===== src/rtl/scale_cache_ctrl_pkg.sv =====
// scale_cache_ctrl_pkg: shared widths, cache geometry, FSM state and cache port structs
package scale_cache_ctrl_pkg;
    localparam int COORD_W = 10;
    localparam int STEP_W = 16;
    localparam int WORD_SIZE = 8;
    localparam int SCALE_ROW_SIZE = 320;
    localparam int WORDS = 320 * 240;
    localparam int MAX_ROWS = WORDS / SCALE_ROW_SIZE;
    localparam int STEP_FRAC = 8;
    localparam logic [STEP_W-1:0] STEP_ONE = 16'h0100;
    typedef enum logic [1:0] {IDLE, FILL, DRAIN, READY} state_t;
    typedef struct packed {
        logic [COORD_W-1:0] waddrY;
        logic [COORD_W-1:0] waddrX;
        logic [WORD_SIZE-1:0] wdata;
        logic we;
    } struct_scaleCache_Write;
    typedef struct packed {
        logic [COORD_W-1:0] raddrY;
        logic [COORD_W-1:0] raddrX;
    } struct_scaleCache_Read_In;
    typedef struct packed {
        logic [WORD_SIZE-1:0] q;
    } struct_scaleCache_Read_Out;
endpackage


===== src/rtl/scale_cache_ctrl_if.sv =====
// scale_cache_ctrl_if: source stream, cache write/read ports and the two-requester read bus
interface scale_cache_ctrl_if;
    import scale_cache_ctrl_pkg::*;
    logic src_valid;
    logic src_ready;
    logic [WORD_SIZE-1:0] src_data;
    struct_scaleCache_Write scw;
    logic [1:0] rd_req;
    logic [1:0][COORD_W-1:0] rd_y;
    logic [1:0][COORD_W-1:0] rd_x;
    logic [1:0] rd_gnt;
    logic [1:0] rd_valid;
    logic [WORD_SIZE-1:0] rd_data;
    struct_scaleCache_Read_In scr_in;
    struct_scaleCache_Read_Out scr_out;
    modport slave(input src_valid, src_data, rd_req, rd_y, rd_x, scr_out,
                  output src_ready, scw, rd_gnt, rd_valid, rd_data, scr_in);
    modport master(output src_valid, src_data, rd_req, rd_y, rd_x, scr_out,
                   input src_ready, scw, rd_gnt, rd_valid, rd_data, scr_in);
endinterface


===== src/rtl/scale_cache_ctrl_rd_arb.sv =====
// scale_cache_rd_arb: 2-way read arbiter plus rd_valid pipeline stage.
// SCALE_CACHE_CTRL_RR_ARB_EN selects round-robin; otherwise requester 0 has fixed priority.
module scale_cache_rd_arb (
    input  logic       clk,
    input  logic       rst,
    input  logic       en,
    input  logic [1:0] req,
    output logic [1:0] gnt,
    output logic [1:0] valid
);
`ifdef SCALE_CACHE_CTRL_RR_ARB_EN
    logic prio;
    // prio=1 means requester 1 wins a tie
    assign gnt = en ? {req[1] & (prio | ~req[0]), req[0] & (~prio | ~req[1])} : 2'b00;
    always_ff @(posedge clk or posedge rst)
        if (rst) prio <= 1'b0;
        else if (|gnt) prio <= gnt[0];
`else
    assign gnt = en ? {req[1] & ~req[0], req[0]} : 2'b00;
`endif
    always_ff @(posedge clk or posedge rst)
        if (rst) valid <= 2'b00;
        else valid <= gnt;
endmodule


===== src/rtl/scale_cache_ctrl.sv =====
// scale_cache_ctrl: nearest-neighbour Q8.8 downsampling fill of a scale cache, then shared reads.
// SCALE_CACHE_CTRL_RR_ARB_EN selects round-robin read arbitration (default fixed priority).
module scale_cache_ctrl
    import scale_cache_ctrl_pkg::*;
#(
    parameter int SRC_W = 320,
    parameter int SRC_H = 240
) (
    input  logic               clk,
    input  logic               rst,
    input  logic               start,
    input  logic [STEP_W-1:0]  step,
    input  logic               frame_release,
    output logic               busy,
    output logic               frame_ready,
    output logic [COORD_W-1:0] dst_w,
    output logic [COORD_W-1:0] dst_h,
    scale_cache_ctrl_if.slave  bus
);
    localparam logic [COORD_W-1:0] X_LAST = COORD_W'(SRC_W - 1);
    localparam logic [COORD_W-1:0] Y_LAST = COORD_W'(SRC_H - 1);
    localparam logic [COORD_W-1:0] ROW_LIM = COORD_W'(SCALE_ROW_SIZE);
    localparam logic [COORD_W-1:0] ROWS_LIM = COORD_W'(MAX_ROWS);
    state_t state;
    logic [STEP_W-1:0] step_r;
    logic [COORD_W-1:0] src_x, src_y, dst_x, dst_y;
    logic [COORD_W+7:0] nx, ny, step_ext;
    logic drain_cnt, accept, keep, line_end, row_hit;
    always_comb begin
        step_ext = (COORD_W+8)'(step_r);
        accept = bus.src_valid & bus.src_ready;
        row_hit = src_y == ny[COORD_W+7:STEP_FRAC];
        keep = accept && src_x == nx[COORD_W+7:STEP_FRAC] && row_hit && dst_x < ROW_LIM && dst_y < ROWS_LIM;
        line_end = accept && src_x == X_LAST;
        busy = state == FILL || state == DRAIN;
        frame_ready = state == READY;
        bus.src_ready = state == FILL;
        bus.scw = {dst_y, dst_x, bus.src_data, keep};
        bus.scr_in = bus.rd_gnt[1] ? {bus.rd_y[1], bus.rd_x[1]} : {bus.rd_y[0], bus.rd_x[0]};
        bus.rd_data = bus.scr_out.q;
        dst_h = dst_y;
    end
    always_ff @(posedge clk or posedge rst) begin
        if (rst) begin
            state <= IDLE;
            step_r <= '0;
            src_x <= '0;
            src_y <= '0;
            dst_x <= '0;
            dst_y <= '0;
            dst_w <= '0;
            nx <= '0;
            ny <= '0;
            drain_cnt <= 1'b0;
        end else begin
            case (state)
                IDLE: if (start) begin
                    state <= FILL;
                    step_r <= step < STEP_ONE ? STEP_ONE : step;
                    src_x <= '0;
                    src_y <= '0;
                    dst_x <= '0;
                    dst_y <= '0;
                    dst_w <= '0;
                    nx <= '0;
                    ny <= '0;
                end
                FILL: if (accept) begin
                    src_x <= line_end ? '0 : src_x + 1'b1;
                    nx <= line_end ? '0 : keep ? nx + step_ext : nx;
                    dst_x <= line_end ? '0 : dst_x + COORD_W'(keep);
                    if (line_end) begin
                        src_y <= src_y + 1'b1;
                        // a kept row closes: width is whatever this line produced
                        if (row_hit) begin
                            ny <= ny + step_ext;
                            dst_y <= dst_y + 1'b1;
                            dst_w <= dst_x + COORD_W'(keep);
                        end
                        if (src_y == Y_LAST) begin
                            state <= DRAIN;
                            drain_cnt <= 1'b0;
                        end
                    end
                end
                DRAIN: begin
                    drain_cnt <= 1'b1;
                    if (drain_cnt) state <= READY;
                end
                READY: if (frame_release) state <= IDLE;
            endcase
        end
    end
    scale_cache_rd_arb u_arb (
        .clk(clk),
        .rst(rst),
        .en(state == READY),
        .req(bus.rd_req),
        .gnt(bus.rd_gnt),
        .valid(bus.rd_valid)
    );
endmodule


===== src/flat_wrapper.sv =====
// flat-port wrapper written by rule: the top's interface ports become plain ports
module scale_cache_ctrl_flat import scale_cache_ctrl_pkg::*;
#(
    parameter int SRC_W = 320,
    parameter int SRC_H = 240
)
  (clk, rst, start, step, frame_release, busy, frame_ready, dst_w, dst_h, bus_src_valid, bus_src_data, bus_rd_req, bus_rd_y, bus_rd_x, bus_scr_out, bus_src_ready, bus_scw, bus_rd_gnt, bus_rd_valid, bus_rd_data, bus_scr_in);
  scale_cache_ctrl_if bus_i ();
  input  logic clk;
  input  logic rst;
  input  logic start;
  input  logic [STEP_W-1:0] step;
  input  logic frame_release;
  output logic busy;
  output logic frame_ready;
  output logic [COORD_W-1:0] dst_w;
  output logic [COORD_W-1:0] dst_h;
  input wire logic [$bits(bus_i.src_valid)-1:0] bus_src_valid;
  input wire logic [$bits(bus_i.src_data)-1:0] bus_src_data;
  input wire logic [$bits(bus_i.rd_req)-1:0] bus_rd_req;
  input wire logic [$bits(bus_i.rd_y)-1:0] bus_rd_y;
  input wire logic [$bits(bus_i.rd_x)-1:0] bus_rd_x;
  input wire logic [$bits(bus_i.scr_out)-1:0] bus_scr_out;
  output wire logic [$bits(bus_i.src_ready)-1:0] bus_src_ready;
  output wire logic [$bits(bus_i.scw)-1:0] bus_scw;
  output wire logic [$bits(bus_i.rd_gnt)-1:0] bus_rd_gnt;
  output wire logic [$bits(bus_i.rd_valid)-1:0] bus_rd_valid;
  output wire logic [$bits(bus_i.rd_data)-1:0] bus_rd_data;
  output wire logic [$bits(bus_i.scr_in)-1:0] bus_scr_in;
  assign bus_i.src_valid = bus_src_valid;
  assign bus_i.src_data = bus_src_data;
  assign bus_i.rd_req = bus_rd_req;
  assign bus_i.rd_y = bus_rd_y;
  assign bus_i.rd_x = bus_rd_x;
  assign bus_i.scr_out = bus_scr_out;
  assign bus_src_ready = bus_i.src_ready;
  assign bus_scw = bus_i.scw;
  assign bus_rd_gnt = bus_i.rd_gnt;
  assign bus_rd_valid = bus_i.rd_valid;
  assign bus_rd_data = bus_i.rd_data;
  assign bus_scr_in = bus_i.scr_in;
  scale_cache_ctrl #(.SRC_W(SRC_W), .SRC_H(SRC_H)) u_core (.clk(clk), .rst(rst), .start(start), .step(step), .frame_release(frame_release), .busy(busy), .frame_ready(frame_ready), .dst_w(dst_w), .dst_h(dst_h), .bus(bus_i));
endmodule

===== config.mk =====
export PLATFORM = sky130hd
export DESIGN_NAME = scale_cache_ctrl_flat
export DESIGN_NICKNAME = d
export VERILOG_FILES = /design/src/rtl/scale_cache_ctrl_pkg.sv /design/src/rtl/scale_cache_ctrl_if.sv /design/src/rtl/scale_cache_ctrl_rd_arb.sv /design/src/rtl/scale_cache_ctrl.sv /design/src/flat_wrapper.sv
export SDC_FILE = /design/constraint.sdc
export NUM_CORES = 1
export LEC_CHECK = 0
export BUFFER_PORTS_ARGS = -buffer_cell sky130_fd_sc_hd__buf_2
export CAP_MARGIN = 0
export CORE_MARGIN = 2
export CORE_UTILIZATION = 50
export CTS_CLUSTER_DIAMETER = 150
export CTS_CLUSTER_SIZE = 30
export DETAILED_ROUTE_END_ITERATION = 8
export GPL_TIMING_DRIVEN = 1
export PLACE_DENSITY = 0.78
export SYNTH_ARGS = -nofsm -noshare
export SYNTH_HDL_FRONTEND = slang
export SYNTH_SLANG_ARGS = --single-unit

===== constraint.sdc =====
create_clock -name clk -period 4.1 [get_ports clk]
set_input_delay 0.205 -clock clk [delete_from_list [all_inputs] [get_ports clk]]
set_output_delay 0.205 -clock clk [all_outputs]
set_load 0.01 [all_outputs]

==> out/results.ini <==
[cts]
htreeDepth=3
post_cts_resize_count=0
clock_tree.root_cell=sky130_fd_sc_hd__clkbuf_16
clk_pin_slew_ps=80
cts_tree=done
numCtsBuffers=9
clock_latency_ps=360
clock_path_buffers=2
cts_setup_buffers=0
number_of_sinks_handled_by_clock_tree_synthesis=107

[detailed_routing]
post_drt_via_cell_ratio=5.89
detail_route.iter0.violations=517
remaining_drc_errors=0
drt-total-wl_um=18400
via_count=6334
ant_nets=0
route.detailed.wl_per_inst_um=17.1
drt-pass1-iter-count=5

[logic_synthesis]
synth-async-reset-ratio_pct=100
synth_cell_types=69
synth_area_mm2=0.00712
yosys_warnings=0
syn_inst=797
synth_ff_type=sky130_fd_sc_hd__dfrtp_1
avgSynthCellArea_um2=8.94
synth.ff_latch_count=107
synth_top_cells_by_area=sky130_fd_sc_hd__dfrtp_1 (38%), sky130_fd_sc_hd__ha_1 (7.4%), sky130_fd_sc_hd__nand2_1 (7.4%)
synth_top_cell_area_share_pct=37.6
synth_nets=920
post_synth_edffs=0
synth-seq-area-share_pct=37.6
synth.largest_area_cell=sky130_fd_sc_hd__dfrtp_1

[floorplan]
core.rowCount=43
total_die_area_mm2=0.0152
io_pins=163
fp.coreArea_mm2=0.0139
die_w_um=123
initial_utilization_pct=51.3
fp.dieH_um=123

[power_and_ir_drop]
power-per-cell-area_mw_per_mm2=291
vdd.ir_drop.worst_mv=0.265
static-leakage-power_nw=4.01

[critical_path]
crit_arrival_ps=3430
rrSetupSlack_ps=940
start_kind=flop
critPathCapture=u_core.dst_w[9]
crit_cells=13
cpMaxStageDelayCell=sky130_fd_sc_hd__dfrtp_1
start_point_of_the_critical_path=u_core.state[1]
cp_cell_sequence=inv_1 > ha_1 > buf_4 > nor4bb_1 > nand4_1 > and4bb_2 > and2_1 > ha_1 > and3_1 > and3_1 > nand3_1 > xor2_1 > o21ai_0
timing.rr.start=u_core.state[1]
path_class=flop to flop
slowest_delay_ps=420
critical_path_peak_fanout=16
r2r.worst_path.cells=13
timing.critical_path.to_type=flop
cp_buf_inv_count=2
critical_path.reg2reg.endpoint=u_core.dst_w[9]
critPathTopFamily=simple AND/OR/NAND/NOR gates
cp.required_ps=4370

[sta]
holdWs_ps=74.2
finalClockSkew_ps=13.1
final_max_slew_viol_count=0
setup_viol=0
post-route-min-period_ps=3160
worst_pin_slew_ps=935
timing.max_slew.rel_slack_pct=37.6
report.final.hold_viol_count=0
fin_crit_sh_pct=77.1
setup_tns_final_ps=0
rsz0062_at_grt=no
max_clock_freq_mhz=316

[final_layout]
multiInputGateArea_mm2=0.00407
layout_common_cells=sky130_fd_sc_hd__nand2_1 (140), sky130_fd_sc_hd__buf_2 (130), sky130_fd_sc_hd__dfrtp_1 (107), sky130_fd_sc_hd__o21ai_0 (53), sky130_fd_sc_hd__ha_1 (42)
synthToLayoutAreaGrowth_pct=13.0
n_fill_cell=1236
register_area_mm2=0.00268
post_route_cells_drive_above_1_share_pct=19.5
postLayoutCoreUtil_pct=58.0
layout_nets=1014
antennaDiodeCount=0
layout_commonest_cell=sky130_fd_sc_hd__nand2_1

[grt]
grt_start_max_net_pins=54
grt_pass1_wl_um=29900
via_count_of_the_first_global_routing_pass=5954
grt_util_all_layers_pct=25.1
globalRouteOverflowTotal=0
antenna_found_initial=0

[place]
gp_congestion=0.869
port_buffer_cells=130
detailedPlacementHpwl_um=13600

[status]
outcome=finished, final reports clean

[flow_run]
maxCapViolCount=0

[hold_path]
hold_path.class=primary input to flop

## worst min path at each step
stage | from | end | slack (ps) | depth (start not counted)
floorplan | step[8] | u_core.step_r[8] | 330 | 2
global placement | rst | u_core.ny[6] | 120 | 2
detailed placement | rst | u_core.ny[6] | 120 | 2
CTS | step[4] | u_core.step_r[4] | 60 | 2
global route | step[7] | u_core.step_r[7] | 70 | 2
finish | step[4] | u_core.step_r[4] | 70 | 2
## where the power goes
group / switching (W) / internal (W)
clock network: 0.000419 / 0.000491
logic: 0.000145 / 0.000123
registers: 0.0000667 / 0.00109
total: 0.000631 / 0.00171
## sequential cells by signal (all words and copies together) (netlist names)
name,cells
u_core.state,2
u_core.src_x,10
u_core.dst_w,10
u_core.drain_cnt,1
u_core.u_arb.valid,2
u_core.step_r,16
u_core.dst_x,10
u_core.nx,18
u_core.src_y,10
u_core.ny,18
u_core.dst_h,10
## synth_stat cells, types with 3 or more instances
library cell / instances
sky130_fd_sc_hd__and2_1: 4
sky130_fd_sc_hd__o31ai_1: 14
sky130_fd_sc_hd__dfrtp_1: 107
sky130_fd_sc_hd__o21a_1: 9
sky130_fd_sc_hd__clkbuf_1: 13
sky130_fd_sc_hd__nor2_1: 37
sky130_fd_sc_hd__nand3b_1: 3
sky130_fd_sc_hd__ha_1: 42
sky130_fd_sc_hd__a21oi_1: 34
sky130_fd_sc_hd__and3_1: 13
sky130_fd_sc_hd__o2111ai_1: 4
sky130_fd_sc_hd__mux2_2: 8
sky130_fd_sc_hd__nand2_1: 140
sky130_fd_sc_hd__buf_4: 27
sky130_fd_sc_hd__nand4_1: 16
sky130_fd_sc_hd__mux2i_1: 3
sky130_fd_sc_hd__o21ai_1: 5
sky130_fd_sc_hd__or3_1: 8
sky130_fd_sc_hd__nand2b_1: 8
sky130_fd_sc_hd__a21o_1: 11
sky130_fd_sc_hd__nor4_1: 5
sky130_fd_sc_hd__nor3_1: 19
sky130_fd_sc_hd__inv_1: 15
sky130_fd_sc_hd__or4_1: 7
sky130_fd_sc_hd__o21bai_1: 3
sky130_fd_sc_hd__a22o_1: 19
sky130_fd_sc_hd__nor2b_1: 4
sky130_fd_sc_hd__o2bb2ai_1: 13
sky130_fd_sc_hd__o21ai_0: 53
sky130_fd_sc_hd__a211oi_1: 9
sky130_fd_sc_hd__xnor2_1: 27
sky130_fd_sc_hd__nand3_1: 20
sky130_fd_sc_hd__buf_2: 14
sky130_fd_sc_hd__xor2_1: 32
sky130_fd_sc_hd__o211ai_1: 5
## layout make-up
cell class / instances / area share (%)
clock buffer: 10 / 2.97
clock inverter: 6 / 0.793
inverter: 16 / 0.777
multi-input combinational: 619 / 50.5
sequential: 107 / 33.3
tap: 180 / 2.80
timing repair buffer: 138 / 8.86
## per-layer routing
metal | part of all wire [%] | routed length, µm | vias up | global-route usage (%)
met5 | 0 | 0 | - | 0
met3 | 6.2 | 1150 | 35 | 5.12
met4 | 1.9 | 342 | 0 | 6.96
met2 | 47 | 8680 | 233 | 40.7
met1 | 45 | 8260 | 3019 | 34.1
li1 | - | - | 3047 | -
## worst reg2reg max path: stages (launching register included)
cell and delay [ps]:
sky130_fd_sc_hd__dfrtp_1 420, sky130_fd_sc_hd__inv_1 120, sky130_fd_sc_hd__ha_1 150, sky130_fd_sc_hd__buf_4 200
sky130_fd_sc_hd__nor4bb_1 320, sky130_fd_sc_hd__nand4_1 140, sky130_fd_sc_hd__and4bb_2 330, sky130_fd_sc_hd__and2_1 250
sky130_fd_sc_hd__ha_1 210, sky130_fd_sc_hd__and3_1 250, sky130_fd_sc_hd__and3_1 250, sky130_fd_sc_hd__nand3_1 110
sky130_fd_sc_hd__xor2_1 160, sky130_fd_sc_hd__o21ai_0 170
## kinds of logic (layout without fill, tap and decap cells)
kind of cell,Yosys count,in the layout,synth area share [%]
compound gates,203,203,19.4
xor+xnor,59,59,7.25
fa+ha+maj,44,44,7.94
buf+inv,71,170,5.43
flops,107,107,37.6
mux,11,11,1.69
simple gates,302,302,20.8
## timing repair
item,CTS,global route
endpoints found under the setup margin,0,0
hold buffers,1,0
endpoints found under the hold margin,11,0
## through the flow
step           power [W]  cell area (µm²)  setup WS (ps)  instances
2_1_floorplan    0.00135             7120           1080        797
4_1_cts          0.00235             8050            970       1076
6_report         0.00234             8050            938       1076
3_5_place_dp     0.00144             7740           1040       1059
3_3_place_gp     0.00144             7740           1210       1059
5_1_grt          0.00244             8050            669       1076
No activity file was read; power rests on OpenSTA's default activity.
